$ cat src/rtl/stereo_view_composer.sv
// Shared frame-buffer read-address generator and registered RGB compositor for NUM_CH cameras.
// Optional macro COMPOSER_TESTPAT_EN: mode 3 emits a column ramp instead of the channel average.
module stereo_view_composer #(
    parameter int NUM_CH  = 2,
    parameter int PIX_W   = 4,
    parameter int FRAME_W = 320,
    parameter int FRAME_H = 240,
    parameter int ADDR_W  = 17,
    parameter int RD_LAT  = 1
) (
    input  logic                    clk25_i,
    input  logic                    rst_n_i,
    input  logic                    vsync_i,
    input  logic                    active_i,
    input  logic [1:0]              mode_i,
    input  logic [1:0]              ch_sel_i,
    output logic [ADDR_W-1:0]       rd_addr_o,
    input  logic [NUM_CH*PIX_W-1:0] rd_data_i,
    output logic                    pix_valid_o,
    output logic [7:0]              red_o,
    output logic [7:0]              green_o,
    output logic [7:0]              blue_o,
    output logic [7:0]              frame_cnt_o,
    output logic                    err_overrun_o
);

    localparam logic [ADDR_W-1:0] LAST_ADDR = ADDR_W'(FRAME_W * FRAME_H - 1);
    localparam int SUM_W  = PIX_W + 2;
    localparam int AVG_SH = $clog2(NUM_CH);

    typedef enum logic [1:0] {S_WAIT, S_ARM, S_RUN, S_HOLD} state_t;

    state_t            state_q, state_d;
    logic [ADDR_W-1:0] addr_q, addr_d;
    logic [7:0]        frame_cnt_q, frame_cnt_d;
    logic              err_q, err_d;
    logic [1:0]        mode_q, mode_d;
    logic [1:0]        ch_sel_q, ch_sel_d;

    logic [RD_LAT:0]   vld_q;
    logic              pix_valid_q;
    logic [7:0]        red_q, green_q, blue_q;
    logic [7:0]        red_c, green_c, blue_c;

    function automatic logic [7:0] expand(input logic [PIX_W-1:0] p);
        logic [7:0] e;
        for (int i = 0; i < 8; i++) begin
            e[7-i] = p[PIX_W-1-(i % PIX_W)];
        end
        return e;
    endfunction

    always_ff @(posedge clk25_i or negedge rst_n_i) begin
        if (!rst_n_i) begin
            state_q     <= S_WAIT;
            addr_q      <= '0;
            frame_cnt_q <= '0;
            err_q       <= 1'b0;
            mode_q      <= '0;
            ch_sel_q    <= '0;
        end else begin
            state_q     <= state_d;
            addr_q      <= addr_d;
            frame_cnt_q <= frame_cnt_d;
            err_q       <= err_d;
            mode_q      <= mode_d;
            ch_sel_q    <= ch_sel_d;
        end
    end

    // Mode and channel are only sampled while armed so a frame is never composed with mixed settings.
    always_comb begin
        state_d     = state_q;
        addr_d      = addr_q;
        frame_cnt_d = frame_cnt_q;
        err_d       = err_q;
        mode_d      = mode_q;
        ch_sel_d    = ch_sel_q;
        case (state_q)
            S_WAIT: begin
                if (!vsync_i) state_d = S_ARM;
            end
            S_ARM: begin
                addr_d   = '0;
                mode_d   = mode_i;
                ch_sel_d = ch_sel_i;
                if (vsync_i) state_d = S_RUN;
            end
            S_RUN: begin
                if (!vsync_i) begin
                    state_d = S_ARM;
                    addr_d  = '0;
                end else if (active_i) begin
                    if (addr_q == LAST_ADDR) begin
                        addr_d      = '0;
                        frame_cnt_d = frame_cnt_q + 8'd1;
                        state_d     = S_HOLD;
                    end else begin
                        addr_d = addr_q + ADDR_W'(1);
                    end
                end
            end
            S_HOLD: begin
                addr_d = '0;
                if (active_i) err_d = 1'b1;
                if (!vsync_i) state_d = S_ARM;
            end
            default: state_d = S_WAIT;
        endcase
    end

`ifdef COMPOSER_TESTPAT_EN
    localparam int COL_W = (FRAME_W > 1) ? $clog2(FRAME_W) : 1;
    localparam logic [COL_W-1:0] COL_LAST = COL_W'(FRAME_W - 1);

    logic [COL_W-1:0] col_q;
    logic [COL_W-1:0] col_pipe_q [RD_LAT+1];
    logic [15:0]      col_ext;

    // Column tracks rd_addr mod FRAME_W and travels alongside the read latency.
    always_ff @(posedge clk25_i or negedge rst_n_i) begin
        if (!rst_n_i) begin
            col_q <= '0;
            for (int i = 0; i <= RD_LAT; i++) col_pipe_q[i] <= '0;
        end else begin
            if (addr_d == '0) begin
                col_q <= '0;
            end else if (addr_d != addr_q) begin
                col_q <= (col_q == COL_LAST) ? '0 : col_q + COL_W'(1);
            end
            col_pipe_q[0] <= col_q;
            for (int i = 1; i <= RD_LAT; i++) col_pipe_q[i] <= col_pipe_q[i-1];
        end
    end

    assign col_ext = 16'(col_pipe_q[RD_LAT]);
`endif

    logic [PIX_W-1:0] ch [NUM_CH];
    logic [PIX_W-1:0] sel_pix;
    logic [PIX_W-1:0] ch1_pix;
    logic [PIX_W-1:0] diff_pix;
`ifndef COMPOSER_TESTPAT_EN
    logic [SUM_W-1:0] sum_pix;
    logic [PIX_W-1:0] avg_pix;
`endif

    // Modes needing a second channel fall back to ch0 when only one camera exists.
    always_comb begin
        for (int i = 0; i < NUM_CH; i++) ch[i] = rd_data_i[i*PIX_W +: PIX_W];
        sel_pix = ch[0];
        for (int i = 0; i < NUM_CH; i++) begin
            if (ch_sel_q == 2'(i)) sel_pix = ch[i];
        end
        ch1_pix  = ch[1 % NUM_CH];
        diff_pix = (ch[0] >= ch1_pix) ? ch[0] - ch1_pix : ch1_pix - ch[0];
`ifndef COMPOSER_TESTPAT_EN
        sum_pix = '0;
        for (int i = 0; i < NUM_CH; i++) sum_pix = sum_pix + SUM_W'(ch[i]);
        avg_pix = PIX_W'(sum_pix >> AVG_SH);
`endif
        red_c   = expand(sel_pix);
        green_c = red_c;
        blue_c  = red_c;
        case (mode_q)
            2'd1: begin
                if (NUM_CH > 1) begin
                    red_c   = expand(ch[0]);
                    green_c = expand(ch1_pix);
                    blue_c  = expand(ch1_pix);
                end else begin
                    red_c   = expand(ch[0]);
                    green_c = red_c;
                    blue_c  = red_c;
                end
            end
            2'd2: begin
                red_c   = (NUM_CH > 1) ? expand(diff_pix) : expand(ch[0]);
                green_c = red_c;
                blue_c  = red_c;
            end
            2'd3: begin
`ifdef COMPOSER_TESTPAT_EN
                red_c = {col_ext[4:0], 3'b000};
`else
                red_c = expand(avg_pix);
`endif
                green_c = red_c;
                blue_c  = red_c;
            end
            default: ;
        endcase
    end

    // Valid is tapped RD_LAT+1 edges after active so RGB lines up with the buffer data.
    always_ff @(posedge clk25_i or negedge rst_n_i) begin
        if (!rst_n_i) begin
            vld_q       <= '0;
            pix_valid_q <= 1'b0;
            red_q       <= '0;
            green_q     <= '0;
            blue_q      <= '0;
        end else begin
            vld_q       <= {vld_q[RD_LAT-1:0], active_i && (state_q != S_WAIT)};
            pix_valid_q <= vld_q[RD_LAT];
            red_q       <= vld_q[RD_LAT] ? red_c   : 8'h00;
            green_q     <= vld_q[RD_LAT] ? green_c : 8'h00;
            blue_q      <= vld_q[RD_LAT] ? blue_c  : 8'h00;
        end
    end

    assign rd_addr_o     = addr_q;
    assign pix_valid_o   = pix_valid_q;
    assign red_o         = red_q;
    assign green_o       = green_q;
    assign blue_o        = blue_q;
    assign frame_cnt_o   = frame_cnt_q;
    assign err_overrun_o = err_q;

endmodule

$ cat config.mk
export PLATFORM = sky130hd
export DESIGN_NAME = stereo_view_composer
export DESIGN_NICKNAME = d
export VERILOG_FILES = /design/src/rtl/stereo_view_composer.sv
export SDC_FILE = /design/constraint.sdc
export NUM_CORES = 1
export LEC_CHECK = 0
export ABC_AREA = 1
export CAP_MARGIN = 15
export CORE_ASPECT_RATIO = 0.6
export CORE_MARGIN = 2
export CORE_UTILIZATION = 35
export DETAILED_ROUTE_END_ITERATION = 10
export GPL_TIMING_DRIVEN = 0
export SLEW_MARGIN = 20
export SYNTH_ARGS = -nofsm -noshare
export SYNTH_HDL_FRONTEND = slang
export SYNTH_SLANG_ARGS = --single-unit
$ cat constraint.sdc
create_clock -name clk25_i -period 2 [get_ports clk25_i]
set_input_delay 0.2 -clock clk25_i [delete_from_list [all_inputs] [get_ports clk25_i]]
set_output_delay 0.2 -clock clk25_i [all_outputs]
set_load 0.005 [all_outputs]
* Yosys cells after proc, flatten, opt, wreduce, memory -nomap -nowiden
Index checks and enable logic that the tools add are counted.
** Storage, ports and cells
- Register bits after elaboration :: 51
- Bits in latches :: 0
- RAM bits :: 0
- ROM bits :: 0
- Input bits :: 16
- Output and inout port bits :: 51
- Word-level logic and storage cells :: 54
- Memories :: 0
** Operators by class
- $add $sub $neg :: 5
- $mul :: 0
- Divide/modulo/power cells :: 0
- Order comparisons :: 1
- Equal/unequal tests :: 12
- Shift operators :: 0
- Mux-type cells :: 16
- Bitwise gates (word level) :: 0
- Reduce and logical (&&, ||, !) cells :: 10
** Operators by type and width (number)
- $mux W17 :: 3
- $pmux W8 S3 :: 2
- $pmux W17 S2 :: 1
- $add A17 B1 Y17 const B :: 1
- $eq A17 B17 Y1 const B :: 1
- $mux W8 :: 2
- $mux W2 :: 5
- $add A8 B1 Y8 const B :: 1
- $eq A2 B2 Y1 const B :: 4
- $mux W4 :: 2
- $reduce_and A4 Y1 :: 2
- $sub A4 B4 Y4 :: 2
- $eq A2 B1 Y1 const B :: 3
- $ne A3 B3 Y1 const B :: 2
- $pmux W2 S3 :: 1
- $add A4 B4 Y5 :: 1
- $ge A4 B4 Y1 :: 1
- $ne A2 B2 Y1 const B :: 2
- $reduce_and A2 Y1 :: 2
- $reduce_bool A2 Y1 :: 2
- $reduce_or A2 Y1 :: 2
- $logic_not A2 Y1 :: 1
- $logic_and A1 B1 Y1 :: 1

* Longest topological paths before layout
- Depth after elaboration :: 5
- Gate-level depth with buffers :: 13
- Mapped depth without buffers :: 13

* Least setup slack after synthesis
No wires, ideal clock.
- Kind :: reg-to-reg
- Start point :: reg state_q[1]
- End point :: reg addr_q[7], in the netlist rd_addr_o[7]
- Setup time :: 0.118 ns
- Arrival time :: 1.505 ns
- Data required time :: 1.882 ns
- Setup slack :: 0.377 ns
- Stages on the path, launching flop included :: 14
- Path buffers :: 2
- Cell sequence :: dfrtp_1 inv_1 ha_1 buf_4 inv_2 nand2_2 nor2_1 nor2_2 inv_2 buf_6 nor3_2 nand2_1 nand2_1 nor2_1
** On the way
- Longest elaborated chain between the ends :: 4
** RTL lines
- start: declaration :: RTL line 33 : state_t state_q, state_d;
- start signal: assignment :: RTL line 62 : state_q <= state_d;
- $eq A2 B2 Y1 / $eq A2 B1 Y1 (equally long branches) :: RTL line 79 : case (state_q)
- $reduce_or A2 Y1 (no source line)
- $reduce_bool A2 Y1 (no source line)
- $reduce_and A2 Y1 (no source line)
- end signal: assignment :: RTL line 63 : addr_q <= addr_d;
- end: declaration :: RTL line 34 : logic [ADDR_W-1:0] addr_q, addr_d;
Parallel ways exist; a longest one is shown, timed or not.
A chain may end at the register's enable or synchronous reset.

* Worst setup path in the final report
Same ends and word-level chain as after synthesis.

==> results.toml <==
[power]
vdd_drop_max_v = 0.000454
internal-power_mw = 2.60
switching_share_pct = 37.1
comb_power_share_pct = 51.2
seq_power_share_pct = 29.1
power.leakage_nw = 1.99
netSwitchingPower_mw = 1.54
total_power_divided_by_cell_area_nw_per_um2 = 1040
clkPwrFrac_pct = 19.7
design_power_total_mw = 4.13

[sta]
fin_crit_sh_pct = 93.8
worst_max_slew_pin_slew_ps = 378
setup_violations = 0
max_freq_mhz = 533
post-route-min-period_ps = 1880
largest_clock_skew_in_the_final_design_ps = 4.55
final_max_slew_viol_count = 0
relSlewSlack_pct = 74.8
final_hold_violation_count = 0

[yosys]
synth_sequential_area_ratio_pct = 36.6
synth_largest_area_cell = "dfrtp_1"
mean_post_synth_cell_area_um2 = 7.59
netlist_area_um2 = 2940
ys_ff_latch = 43
synth_area_leaders = "dfrtp_1 37%, nand2_1 12%, ha_1 7.7%, inv_1 5.9%, nor2_1 5.1%"
netlist_instances = 387
syn_nets = 424
yosys_warnings = 0
yosys.area.top_type_share_pct = 36.6
synth_cell_type_count = 34

[run]
drv.max_cap_violation_count = 0

[global_route]
grt_usage_pct = 17.0
initial_antenna_violation_count = 0
grt_first_pass_wirelength_um = 11900
grt_max_degree = 32
first_global_vias = 2424
grt-ovfl-total = 0

[clock_tree]
cts_max_level = 2
clock_tree_from_tritoncts = "done"
cts_buffers = 5
numClockSinks = 43
root_driver = "clkbuf_16"
cts.reportedPaths.clkPinSlew_ps = 60
clk_latency_ps = 290
cts.path.max_buffers = 2

[setup_path]
critPathKind = "flop to flop"
timing.critical_path.arrival_ps = 2060
worstPathRequired_ps = 2180
crit_path_max_fanout = 10
worst_setup_path_start_kind = "flop"
worst_setup_end_kind = "flop"

[run_status]
outcome = "complete, no violations"

[placement]
placement.cell_area_um2 = 3750
place.detailed.instances = 562
gp_congestion = 0.955
io_buffer_count = 66
place.detailed.hpwl_um = 5740

[routing]
detail_route.drc_violations = 0
detail_route.wirelength_um = 7350
drt_pass1_iterations = 4
antenna_violating_nets_post_route = 0
detailedRoute.firstIterationViolations = 137
drt-wirelength-per-cell_um = 12.8
detail_route.vias_per_cell = 4.65
dr_total_vias = 2668

[die]
ioPinCount = 67
dieArea_um2 = 9170
floorplan.initialDensity_pct = 36.7
floorplan.die.width_um = 122
placement_rows = 25
fp.dieH_um = 75.0
core_um2 = 8010

[layout]
finalNetCount = 503
syn_to_final_growth_pct = 34.6
total_inserted_antenna_cells = 0
layoutNonFillerInstCount = 574
postLayoutCellArea_um2 = 3960
drive_above_1_share_pct = 10.9

[worst_hold_path]
worstHoldPathType = "primary input to flop"
==> synth_stat cells (all sizes together) <==
| cell | count |
|---|---|
| o21bai | 2 |
| nor2 | 46 |
| fa | 3 |
| a21oi | 19 |
| a31oi | 1 |
| o21ai | 18 |
| inv | 49 |
| nor4 | 1 |
| nand2 | 98 |
| ha | 18 |
| dfrtp | 43 |
| nand3b | 2 |
| clkinv | 1 |
| nand4 | 8 |
| nor3 | 12 |
| nand3 | 29 |
| clkbuf | 1 |
| xor2 | 5 |
| o211ai | 1 |
| buf | 21 |
| xnor2 | 9 |
==> power by group through the flow <==
stage	Combinational, mW	Clock [mW]	Sequential, mW
after floorplan	1.19	0	1.19
after global placement	2.01	0	1.21
after detailed placement	2.03	0	1.21
after CTS	2.04	0.853	1.20
after global routing	2.35	0.881	1.23
final	2.11	0.815	1.20
==> logic make-up (layout without fill, tap and decap cells) <==
logic type,Yosys count,count (layout),synth area share [%]
AOI/OAI and AO/OA,41,41,7.41
xor gates and xnor gates,14,14,4.17
and+or+nand+nor,196,196,30.2
buffers and inverters,72,151,11.8
DFF,43,43,36.6
adders and majority gates,21,21,9.71
==> path summary, 6_finish.rpt <==
| path | start | to | slack, ps | cells past startpoint |
|---|---|---|---|---|
| setup / recovery | state_q[1] | rd_addr_o[7] | 130 | 13 |
| hold / removal | rd_data_i[4] | blue_o[4] | 300 | 3 |
| setup reg to reg | state_q[1] | rd_addr_o[7] | 130 | 13 |
| hold reg to reg | vld_q[0] | vld_q[1] | 350 | 0 |
| max in group asynchronous | rst_n_i | state_q[0] | 1150 | 3 |
| min in group asynchronous | rst_n_i | rd_addr_o[2] | 350 | 2 |
==> routing by layer <==
metal	part of all wire, %	GRT usage (%)	vias up
met5	0	0	-
met4	1.6	6.13	0
met3	7.0	4.32	12
met2	37	22.1	79
met1	54	26.6	1205
li1	-	-	1372
==> placed cells by master, fill, tap and decap left out, types with 8 or more instances in the layout <==
cell	netlist	routed
a21oi_1	18	18
buf_4	18	21
clkdlybuf4s50_1	0	60
dfrtp_1	43	42
ha_1	18	18
inv_1	46	45
nand2_1	96	96
nand3_1	28	28
nand4_1	8	8
nor2_1	40	40
nor3_1	11	11
o21ai_0	17	14
xnor2_1	9	9
==> state kept, by name, indices dropped and copies added (netlist names) <==
register / count
red_o: 4
err_overrun_o: 1
mode_q: 2
rd_addr_o: 17
state_q: 2
vld_q: 2
pix_valid_o: 1
blue_o: 4
frame_cnt_o: 8
ch_sel_q: 2
==> stage by stage <==
step,setup TNS (ps),setup WS (ps),hold slack [ps],util [%]
6_report,0,125,300,49.4
5_1_grt,-7.21,-7.21,349,49.4
4_1_cts,0,6.43,347,48.7
3_5_place_dp,-1750,-331,125,46.8
3_3_place_gp,-23240,-502,337,46.6
2_1_floorplan,0,377,-95.6,-
==> cell type report <==
type | count | area [um2]
plain buffers | 22 | 166
well taps | 108 | 135
flip-flops and latches | 43 | 1080
multi-input cells | 272 | 1520
repair buffers | 72 | 724
fillers | 791 | 4050
inverters | 50 | 188
clock inverters | 1 | 5.00
clock buffers | 6 | 139
==> critical path, stage by stage, from the launching register on <==
cell and delay [ps]:
dfrtp_1 420, inv_2 80, ha_1 150, buf_6 130
inv_2 40, nand2_2 50, nor2_1 40, nor2_2 190
inv_2 70, buf_6 160, nor3_4 250, nand2_1 80
nand2_1 70, nor2_1 40
==> repair_timing <==
item	4_1_cts	5_1_grt
hold buffers	1	0
endpoints found under the hold margin	12	0
pin swaps	0	3
resized for setup	1	12
setup endpoints to repair	2	10
setup buffers	0	4
No activity file was read; power rests on OpenSTA's default activity.
